===== config.mk =====
export PLATFORM = sky130hd
export DESIGN_NAME = popcount_fold_ctrl_flat
export DESIGN_NICKNAME = d
export VERILOG_FILES = /design/src/rtl/popcount_pkg.sv /design/src/rtl/popcount_fold_ctrl_if.sv /design/src/rtl/popcount_scale_stage.sv /design/src/rtl/popcount_fold_ctrl.sv /design/src/flat_wrapper.sv
export SDC_FILE = /design/constraint.sdc
export NUM_CORES = 1
export LEC_CHECK = 0
export BUFFER_PORTS_ARGS = -buffer_cell sky130_fd_sc_hd__buf_4
export CORE_MARGIN = 2
export CORE_UTILIZATION = 50
export DETAILED_ROUTE_END_ITERATION = 12
export HOLD_SLACK_MARGIN = 0.15
export MAX_ROUTING_LAYER = met4
export PLACE_DENSITY = 0.84
export SYNTH_ARGS = -nofsm -noshare
export SYNTH_HDL_FRONTEND = slang
export SYNTH_SLANG_ARGS = --single-unit

===== constraint.sdc =====
create_clock -name clk -period 6.4 [get_ports clk]
set_input_delay 1.92 -clock clk [delete_from_list [all_inputs] [get_ports clk]]
set_output_delay 1.92 -clock clk [all_outputs]
set_load 0.005 [all_outputs]

===== src/rtl/popcount_pkg.sv =====
// Shared types and width helpers for the popcount fold sequencer and its scale stage.
package popcount_pkg;

  typedef enum logic [1:0] {StIdle, StAccum, StDrain, StOut} state_e;

  function automatic int unsigned gamma_shift(input int unsigned twidth,
                                              input int unsigned popcount_width,
                                              input int unsigned fixed_point);
    return twidth - popcount_width + fixed_point;
  endfunction

  function automatic int unsigned term_width(input int unsigned popcount_width,
                                             input int unsigned simd_width,
                                             input int unsigned weight_levels);
    return popcount_width + $clog2(simd_width + 1) + $clog2(weight_levels) + 1;
  endfunction

  localparam int unsigned GAMMA_SHIFT = gamma_shift(24, 16, 8);
  localparam int unsigned TERM_WIDTH  = term_width(16, 32, 2);

endpackage


===== src/rtl/popcount_fold_ctrl_if.sv =====
// Beat input stream and result output stream of the popcount fold sequencer.
interface popcount_fold_ctrl_if #(
  parameter int unsigned WEIGHT_LEVELS = 2,
  parameter int unsigned SIMD_WIDTH    = 32,
  parameter int unsigned TWIDTH        = 24,
  parameter int unsigned ACC_WIDTH     = 32
);
  logic                              in_valid;
  logic                              in_ready;
  logic [WEIGHT_LEVELS*SIMD_WIDTH-1:0] in_xnor;
  logic [WEIGHT_LEVELS*TWIDTH-1:0]   in_gamma;
  logic                              out_valid;
  logic                              out_ready;
  logic [ACC_WIDTH-1:0]              out_acc;

  modport master (
    output in_valid, in_xnor, in_gamma, out_ready,
    input  in_ready, out_valid, out_acc
  );

  modport slave (
    input  in_valid, in_xnor, in_gamma, out_ready,
    output in_ready, out_valid, out_acc
  );
endinterface


===== src/rtl/popcount_scale_stage.sv =====
// One-stage pipe: per-level popcount times shifted gamma, summed over levels and registered.
module popcount_scale_stage
  import popcount_pkg::*;
#(
  parameter int unsigned WEIGHT_LEVELS  = 2,
  parameter int unsigned SIMD_WIDTH     = 32,
  parameter int unsigned POPCOUNT_WIDTH = 16,
  parameter int unsigned TWIDTH         = 24,
  parameter int unsigned FIXED_POINT    = 8,
  parameter int unsigned ACC_WIDTH      = 32
) (
  input  logic                                clk,
  input  logic                                rst,
  input  logic                                flush,
  input  logic                                beat_valid,
  input  logic [WEIGHT_LEVELS*SIMD_WIDTH-1:0] xnor_bits,
  input  logic [WEIGHT_LEVELS*TWIDTH-1:0]     gamma,
  output logic signed [ACC_WIDTH-1:0]         term,
  output logic                                term_valid
);
  localparam int unsigned Shift = gamma_shift(TWIDTH, POPCOUNT_WIDTH, FIXED_POINT);
  localparam int unsigned TermW = term_width(POPCOUNT_WIDTH, SIMD_WIDTH, WEIGHT_LEVELS);
  localparam int unsigned CntW  = $clog2(SIMD_WIDTH + 1);

  logic        [CntW-1:0]           pcnt [WEIGHT_LEVELS];
  logic signed [TWIDTH-1:0]         gsh  [WEIGHT_LEVELS];
  logic signed [POPCOUNT_WIDTH-1:0] wgt  [WEIGHT_LEVELS];
  logic signed [TermW-1:0]          sum;

  always_comb begin
    sum = '0;
    for (int j = 0; j < WEIGHT_LEVELS; j++) begin
      pcnt[j] = '0;
      for (int b = 0; b < SIMD_WIDTH; b++) begin
        pcnt[j] = pcnt[j] + CntW'(xnor_bits[j*SIMD_WIDTH + b]);
      end
      gsh[j] = $signed(gamma[j*TWIDTH +: TWIDTH]) >>> Shift;
      wgt[j] = gsh[j][POPCOUNT_WIDTH-1:0];
      // Popcount is non-negative: zero-extend before the signed multiply.
      sum = sum + $signed(TermW'(pcnt[j])) * TermW'(wgt[j]);
    end
  end

  always_ff @(posedge clk or negedge rst) begin
    if (!rst) begin
      term       <= '0;
      term_valid <= 1'b0;
    end else if (flush) begin
      term       <= '0;
      term_valid <= 1'b0;
    end else begin
      term_valid <= beat_valid;
      if (beat_valid) term <= ACC_WIDTH'(sum);
    end
  end

endmodule


===== src/rtl/popcount_fold_ctrl.sv =====
// Fold sequencer: accepts cfg_folds beats, accumulates scaled popcounts, emits a signed result.
// Define SATURATE_EN to clamp the accumulator instead of wrapping.
module popcount_fold_ctrl
  import popcount_pkg::*;
#(
  parameter int unsigned WEIGHT_LEVELS  = 2,
  parameter int unsigned SIMD_WIDTH     = 32,
  parameter int unsigned POPCOUNT_WIDTH = 16,
  parameter int unsigned TWIDTH         = 24,
  parameter int unsigned FIXED_POINT    = 8,
  parameter int unsigned FOLD_MAX       = 64,
  parameter int unsigned ACC_WIDTH      = 32
) (
  input  logic                          clk,
  input  logic                          rst,
  input  logic                          start,
  input  logic                          abort,
  input  logic [$clog2(FOLD_MAX+1)-1:0] cfg_folds,
  output logic                          busy,
  output logic                          done,
  popcount_fold_ctrl_if.slave           bus
);
  localparam int unsigned CntW = $clog2(FOLD_MAX + 1);
  localparam int unsigned SumW = ACC_WIDTH + 1;

  state_e                      state_q;
  logic [CntW-1:0]             folds_q;
  logic [CntW-1:0]             fold_cnt_q;
  logic signed [ACC_WIDTH-1:0] acc_q;
  logic signed [ACC_WIDTH-1:0] acc_next;
  logic signed [SumW-1:0]      sum_w;
  logic signed [ACC_WIDTH-1:0] term;
  logic                        term_valid;
  logic                        beat_acc;
  logic                        busy_q;
  logic                        done_q;
`ifdef SATURATE_EN
  logic                        sat_q;
  logic                        sat_hit;
`endif

  assign bus.in_ready  = (state_q == StAccum);
  assign bus.out_valid = (state_q == StOut);
  assign bus.out_acc   = acc_q;
  assign busy          = busy_q;
  assign done          = done_q;
  assign beat_acc      = bus.in_valid && (state_q == StAccum);

  popcount_scale_stage #(
    .WEIGHT_LEVELS (WEIGHT_LEVELS),
    .SIMD_WIDTH    (SIMD_WIDTH),
    .POPCOUNT_WIDTH(POPCOUNT_WIDTH),
    .TWIDTH        (TWIDTH),
    .FIXED_POINT   (FIXED_POINT),
    .ACC_WIDTH     (ACC_WIDTH)
  ) u_stage (
    .clk       (clk),
    .rst       (rst),
    .flush     (abort),
    .beat_valid(beat_acc),
    .xnor_bits (bus.in_xnor),
    .gamma     (bus.in_gamma),
    .term      (term),
    .term_valid(term_valid)
  );

  always_comb begin
    sum_w = SumW'(acc_q) + SumW'(term);
`ifdef SATURATE_EN
    sat_hit = (sum_w[ACC_WIDTH] != sum_w[ACC_WIDTH-1]);
    if (sat_q) begin
      acc_next = acc_q;
    end else if (sat_hit) begin
      acc_next = sum_w[ACC_WIDTH] ? {1'b1, {(ACC_WIDTH-1){1'b0}}}
                                  : {1'b0, {(ACC_WIDTH-1){1'b1}}};
    end else begin
      acc_next = sum_w[ACC_WIDTH-1:0];
    end
`else
    acc_next = sum_w[ACC_WIDTH-1:0];
`endif
  end

  always_ff @(posedge clk or negedge rst) begin
    if (!rst) begin
      state_q    <= StIdle;
      folds_q    <= '0;
      fold_cnt_q <= '0;
      acc_q      <= '0;
      busy_q     <= 1'b0;
      done_q     <= 1'b0;
`ifdef SATURATE_EN
      sat_q      <= 1'b0;
`endif
    end else begin
      done_q <= 1'b0;
      if (term_valid) begin
        acc_q <= acc_next;
`ifdef SATURATE_EN
        sat_q <= sat_q | sat_hit;
`endif
      end
      // Later assignments below override the accumulate on abort/start.
      if (abort) begin
        state_q    <= StIdle;
        busy_q     <= 1'b0;
        acc_q      <= '0;
        fold_cnt_q <= '0;
`ifdef SATURATE_EN
        sat_q      <= 1'b0;
`endif
      end else begin
        unique case (state_q)
          StIdle: begin
            if (start) begin
              folds_q    <= (cfg_folds == '0) ? CntW'(1) : cfg_folds;
              fold_cnt_q <= '0;
              acc_q      <= '0;
`ifdef SATURATE_EN
              sat_q      <= 1'b0;
`endif
              state_q    <= StAccum;
              busy_q     <= 1'b1;
            end
          end
          StAccum: begin
            if (bus.in_valid) begin
              fold_cnt_q <= fold_cnt_q + CntW'(1);
              if (fold_cnt_q + CntW'(1) == folds_q) state_q <= StDrain;
            end
          end
          StDrain: begin
            state_q <= StOut;
          end
          StOut: begin
            if (bus.out_ready) begin
              state_q <= StIdle;
              busy_q  <= 1'b0;
              done_q  <= 1'b1;
            end
          end
        endcase
      end
    end
  end

endmodule


===== src/flat_wrapper.sv =====
// flat-port wrapper written by rule: the top's interface ports become plain ports
module popcount_fold_ctrl_flat import popcount_pkg::*;
#(
  parameter int unsigned WEIGHT_LEVELS  = 2,
  parameter int unsigned SIMD_WIDTH     = 32,
  parameter int unsigned POPCOUNT_WIDTH = 16,
  parameter int unsigned TWIDTH         = 24,
  parameter int unsigned FIXED_POINT    = 8,
  parameter int unsigned FOLD_MAX       = 64,
  parameter int unsigned ACC_WIDTH      = 32
)
  (clk, rst, start, abort, cfg_folds, busy, done, bus_in_valid, bus_in_xnor, bus_in_gamma, bus_out_ready, bus_in_ready, bus_out_valid, bus_out_acc);
  popcount_fold_ctrl_if #(.WEIGHT_LEVELS(WEIGHT_LEVELS), .SIMD_WIDTH(SIMD_WIDTH), .TWIDTH(TWIDTH), .ACC_WIDTH(ACC_WIDTH)) bus_i ();
  input  logic clk;
  input  logic rst;
  input  logic start;
  input  logic abort;
  input  logic [$clog2(FOLD_MAX+1)-1:0] cfg_folds;
  output logic busy;
  output logic done;
  input wire logic [$bits(bus_i.in_valid)-1:0] bus_in_valid;
  input wire logic [$bits(bus_i.in_xnor)-1:0] bus_in_xnor;
  input wire logic [$bits(bus_i.in_gamma)-1:0] bus_in_gamma;
  input wire logic [$bits(bus_i.out_ready)-1:0] bus_out_ready;
  output wire logic [$bits(bus_i.in_ready)-1:0] bus_in_ready;
  output wire logic [$bits(bus_i.out_valid)-1:0] bus_out_valid;
  output wire logic [$bits(bus_i.out_acc)-1:0] bus_out_acc;
  assign bus_i.in_valid = bus_in_valid;
  assign bus_i.in_xnor = bus_in_xnor;
  assign bus_i.in_gamma = bus_in_gamma;
  assign bus_i.out_ready = bus_out_ready;
  assign bus_in_ready = bus_i.in_ready;
  assign bus_out_valid = bus_i.out_valid;
  assign bus_out_acc = bus_i.out_acc;
  popcount_fold_ctrl #(.WEIGHT_LEVELS(WEIGHT_LEVELS), .SIMD_WIDTH(SIMD_WIDTH), .POPCOUNT_WIDTH(POPCOUNT_WIDTH), .TWIDTH(TWIDTH), .FIXED_POINT(FIXED_POINT), .FOLD_MAX(FOLD_MAX), .ACC_WIDTH(ACC_WIDTH)) u_core (.clk(clk), .rst(rst), .start(start), .abort(abort), .cfg_folds(cfg_folds), .busy(busy), .done(done), .bus(bus_i));
endmodule

==> impl_results.html <==
<table>
<tr><th>Metric</th><th>Value</th></tr>
<tr><th colspan="2">Global routing</th></tr>
<tr><td>Overall routing resource usage</td><td>22.6%</td></tr>
<tr><td>Overflow left after global routing</td><td>0</td></tr>
<tr><td>First-pass GRT wire length</td><td>39.6 mm</td></tr>
<tr><td>Initial antenna violation count</td><td>0</td></tr>
<tr><td>Pin count of the biggest net entering global routing</td><td>68</td></tr>
<tr><td>Via count of the first global-routing pass</td><td>8960</td></tr>
<tr><th colspan="2">Drt</th></tr>
<tr><td>Detailed-routing iteration count for the pre-antenna-repair pass</td><td>5</td></tr>
<tr><td>Violation count after the first detailed-routing iteration</td><td>312</td></tr>
<tr><td>Routed vias</td><td>8535</td></tr>
<tr><td>Mean routed wirelength per cell</td><td>14.3 um</td></tr>
<tr><td>Wire length reported by the detailed router</td><td>23.2 mm</td></tr>
<tr><td>ANT nets after route</td><td>0</td></tr>
<tr><td>Count of unresolved DRC violations after routing</td><td>0</td></tr>
<tr><td>Post-DR vias/cell</td><td>5.26</td></tr>
<tr><th colspan="2">Synth</th></tr>
<tr><td>Synthesis-stage register bit count</td><td>67</td></tr>
<tr><td>Yosys synthesis warning count</td><td>0</td></tr>
<tr><td>Primary flip-flop cell chosen by synthesis mapping</td><td>sky130_fd_sc_hd__dfrtp_1</td></tr>
<tr><td>Largest cells by area after synthesis</td><td>sky130_fd_sc_hd__fa_1 (28%), sky130_fd_sc_hd__dfrtp_1 (16%), sky130_fd_sc_hd__ha_1 (12%)</td></tr>
<tr><td>Number of unique standard cell types used by synthesis</td><td>65</td></tr>
<tr><td>Summed instance area of the synthesized netlist</td><td>0.0103 mm^2</td></tr>
<tr><td>Async set-reset flop share out of synthesis</td><td>100%</td></tr>
<tr><td>Number of flops mapped to enable cells by yosys</td><td>0</td></tr>
<tr><td>Share of the synthesized area in the top cell type</td><td>28.5%</td></tr>
<tr><td>Synthesized area divided by synthesized cell count</td><td>9.10 um^2</td></tr>
<tr><td>Proportion of synthesized chip area in sequential cells</td><td>16.2%</td></tr>
<tr><td>Dominant cell type by area after synthesis</td><td>sky130_fd_sc_hd__fa_1</td></tr>
<tr><td>Post-synth net total</td><td>1510</td></tr>
<tr><td>Synthesized instance count</td><td>1136</td></tr>
<tr><th colspan="2">STA</th></tr>
<tr><td>Post-route clock period utilization</td><td>168%</td></tr>
<tr><td>Setup repair after global routing missed its margin</td><td>true</td></tr>
<tr><td>Setup violation total in the final timing report</td><td>15</td></tr>
<tr><td>Slew Viols, Final</td><td>0</td></tr>
<tr><td>Transition time at the pin with the least slew margin</td><td>1.10 ns</td></tr>
<tr><td>Peak Freq</td><td>0.0931 GHz</td></tr>
<tr><td>Clock period minus worst slack</td><td>10.74 ns</td></tr>
<tr><td>Worst rel slew slack</td><td>26.5%</td></tr>
<tr><td>Number of failing hold endpoints at the final stage</td><td>0</td></tr>
<tr><td>Worst setup slack after layout</td><td>-4.34 ns</td></tr>
<tr><td>Clock Skews</td><td>0.0108 ns</td></tr>
<tr><th colspan="2">CTS</th></tr>
<tr><td>Clock sink count</td><td>67</td></tr>
<tr><td>Maximum root-to-sink buffer count</td><td>2</td></tr>
<tr><td>Clock buffer count from CTS</td><td>9</td></tr>
<tr><td>Clock H-tree levels</td><td>3</td></tr>
<tr><td>Insertion delay to the later sink of the worst-skew pair</td><td>0.35 ns</td></tr>
<tr><td>TritonCTS clock tree</td><td>done</td></tr>
<tr><td>Hold buffer count at CTS</td><td>0</td></tr>
<tr><td>Clk slew on worst S/H paths</td><td>0.05 ns</td></tr>
<tr><td>Root buffer selected by CTS</td><td>sky130_fd_sc_hd__clkbuf_16</td></tr>
<tr><th colspan="2">Cells and area</th></tr>
<tr><td>Area occupied by multi-input gates</td><td>0.00815 mm^2</td></tr>
<tr><td>Post-layout nets</td><td>1723</td></tr>
<tr><td>FILL cells</td><td>1568</td></tr>
<tr><td>Area overhead of the layout relative to synthesis</td><td>27.3%</td></tr>
<tr><td>Proportion of layout cells with a drive suffix above 1</td><td>25.9%</td></tr>
<tr><td>Non-filler instance count after layout</td><td>1624</td></tr>
<tr><td>Area taken by flip-flops and latches</td><td>0.00168 mm^2</td></tr>
<tr><td>N_diodes</td><td>0</td></tr>
<tr><th colspan="2">Die</th></tr>
<tr><td>Die W</td><td>148 um</td></tr>
<tr><td>Starting density of the core</td><td>51.1%</td></tr>
<tr><td>Placeable core region</td><td>0.0202 mm^2</td></tr>
<tr><td>Standard-cell rows</td><td>52</td></tr>
<tr><td>Die Y-Extent</td><td>148 um</td></tr>
<tr><td>I/O pin count</td><td>161</td></tr>
<tr><td>Die ar.</td><td>0.0218 mm^2</td></tr>
<tr><th colspan="2">Critical path</th></tr>
<tr><td>Crit Path Category</td><td>primary input to flip-flop</td></tr>
<tr><td>Arrival time at the worst endpoint</td><td>10.96 ns</td></tr>
<tr><td>CP max-delay cell</td><td>sky130_fd_sc_hd__fa_1</td></tr>
<tr><td>Dominant cell type by count on the critical path</td><td>sky130_fd_sc_hd__fa_1</td></tr>
<tr><td>Delay contributed by the slowest stage of the critical path</td><td>0.54 ns</td></tr>
<tr><td>Category of cells accounting for the largest share of critical-path delay</td><td>adder cells</td></tr>
<tr><td>Critical Path Start Type</td><td>primary input</td></tr>
<tr><td>Count of buffering cells on the critical path with inverters included</td><td>10</td></tr>
<tr><td>Maximum fanout encountered on the critical timing path</td><td>6</td></tr>
<tr><td>FF-to-FF setup slack</td><td>3.24 ns</td></tr>
<tr><td>Data required, critical path</td><td>6.63 ns</td></tr>
<tr><td>Endpoint kind of the worst setup timing path</td><td>flip-flop</td></tr>
<tr><th colspan="2">Placed design</th></tr>
<tr><td>Placer congestion estimate</td><td>0.928</td></tr>
<tr><td>Half-perimeter wire length of the detailed placement result</td><td>19.1 mm</td></tr>
<tr><td>Total placed cells including tap cells</td><td>1596</td></tr>
<tr><td>Count of input and output buffers</td><td>128</td></tr>
<tr><th colspan="2">Min path</th></tr>
<tr><td>Classification of the worst-slack hold path</td><td>flip-flop to flip-flop</td></tr>
<tr><th colspan="2">Run status</th></tr>
<tr><td>Violations in the final reports</td><td>negative setup slack</td></tr>
<tr><td>Outcome</td><td>finished with violations</td></tr>
<tr><th colspan="2">Flow run</th></tr>
<tr><td>Total of max-cap violations</td><td>0</td></tr>
</table>
state kept, by name, summed over array words and instances, names as in the netlist:
register,cells
u_core.busy,1
u_core.folds_q,7
u_core.fold_cnt_q,7
u_core.state_q,2
u_core.bus.out_acc,32
u_core.u_stage.term,16
u_core.u_stage.term_valid,1
u_core.done,1
worst paths after layout:
check                                                     from                                   to  depth (start not counted)
min in group asynchronous                                  rst     u_core.bus.out_acc[26]$_DFF_PN0_                          1
min reg2reg                u_core.u_stage.term[14]$_DFFE_PN0P_  u_core.u_stage.term[14]$_DFFE_PN0P_                          2
min                        u_core.u_stage.term[14]$_DFFE_PN0P_  u_core.u_stage.term[14]$_DFFE_PN0P_                          2
max                                            bus_in_xnor[17]  u_core.u_stage.term[12]$_DFFE_PN0P_                         33
max in group asynchronous                                  rst      u_core.bus.out_acc[4]$_DFF_PN0_                          1
max reg2reg                u_core.u_stage.term[30]$_DFFE_PN0P_     u_core.bus.out_acc[29]$_DFF_PN0_                          9
cells in the mapped netlist, types with 11 or more instances:
master and count:
sky130_fd_sc_hd__nor2b_1 14, sky130_fd_sc_hd__o211ai_1 13, sky130_fd_sc_hd__xnor2_1 40, sky130_fd_sc_hd__o21ai_0 48, sky130_fd_sc_hd__a21oi_1 38, sky130_fd_sc_hd__mux2i_1 15, sky130_fd_sc_hd__clkbuf_1 11, sky130_fd_sc_hd__nand3_1 32
sky130_fd_sc_hd__nand2b_1 14, sky130_fd_sc_hd__nor2_1 49, sky130_fd_sc_hd__nand2_1 61, sky130_fd_sc_hd__ha_1 102, sky130_fd_sc_hd__a21o_1 15, sky130_fd_sc_hd__and2_1 64, sky130_fd_sc_hd__fa_1 147, sky130_fd_sc_hd__a211oi_1 13
sky130_fd_sc_hd__inv_1 263, sky130_fd_sc_hd__dfrtp_1 67
repair_timing:
item                       in CTS  in global routing
buffers inserted                5                  8
resized for setup              28                 41
pin swaps                      26                 22
hold endpoints to repair        0                  0
setup endpoints to repair      15                 15
metrics by stage:
| stage | setup TNS [ns] | area [um^2] | util (%) | hold slack (ns) | worst slack, ns |
|---|---|---|---|---|---|
| after floorplan | -50.24 | 10600 | - | 0.453 | -4.35 |
| after global placement | -57.25 | 12400 | 61.4 | 0.469 | -4.61 |
| after detailed placement | -59.86 | 12400 | 61.4 | 0.481 | -4.87 |
| after CTS | -52.92 | 12900 | 63.7 | 0.492 | -4.34 |
| after global routing | -57.42 | 13200 | 65.1 | 0.512 | -4.70 |
| final | -52.81 | 13200 | 65.1 | 0.488 | -4.34 |
cell usage in the layout, fill, tap and decap left out, types with 13 or more instances in the layout:
| cell type | instances |
|---|---|
| sky130_fd_sc_hd__o21ai_0 | 37 |
| sky130_fd_sc_hd__buf_6 | 15 |
| sky130_fd_sc_hd__nor2_1 | 48 |
| sky130_fd_sc_hd__ha_4 | 18 |
| sky130_fd_sc_hd__a21o_1 | 15 |
| sky130_fd_sc_hd__inv_2 | 23 |
| sky130_fd_sc_hd__nand2b_1 | 14 |
| sky130_fd_sc_hd__mux2i_1 | 15 |
| sky130_fd_sc_hd__nand2_1 | 58 |
| sky130_fd_sc_hd__nand3_1 | 31 |
| sky130_fd_sc_hd__o211ai_1 | 13 |
| sky130_fd_sc_hd__and2_1 | 54 |
| sky130_fd_sc_hd__dfrtp_1 | 67 |
| sky130_fd_sc_hd__xnor2_1 | 31 |
| sky130_fd_sc_hd__fa_1 | 137 |
| sky130_fd_sc_hd__buf_4 | 203 |
| sky130_fd_sc_hd__a21oi_1 | 31 |
| sky130_fd_sc_hd__ha_1 | 82 |
| sky130_fd_sc_hd__inv_1 | 238 |
layer usage:
layer  global-route usage [%]  up-vias  share of wire [%]
met5                        -        -                  0
met4                     6.83        0                1.9
met3                     2.01       44                3.9
met2                     40.1      214                 53
met1                     27.3     4180                 42
li1                         -     4097                  -
kinds of logic after synthesis:
| kind of cell | Yosys count | share of synthesized area [%] |
|---|---|---|
| buffers and inverters | 280 | 10.3 |
| adder cells (fa/ha/maj) | 249 | 40.8 |
| flip-flops | 67 | 16.2 |
| multiplexers | 21 | 2.11 |
| AO/OA/AOI/OAI | 194 | 12.6 |
| XOR/XNOR | 48 | 4.07 |
| AND/OR/NAND/NOR | 277 | 14.0 |
area by class of cell:
cell class	instances	area share [%]
Tap cell	270	2.57
Timing Repair Buffer	218	12.9
Sequential cell	67	12.7
Multi-Input combinational cell	789	61.9
Clock inverter	6	0.608
Inverter	264	7.60
Clock buffer	10	1.74
tightest hold or removal path, stage by stage (launching register included):
cell,delay (ns)
sky130_fd_sc_hd__dfrtp_1,0.34
sky130_fd_sc_hd__nand2_1,0.06
sky130_fd_sc_hd__o31ai_1,0.05
Power is not shown: default switching activity piles up to over one toggle a cycle in this logic, so the estimate is an artifact.
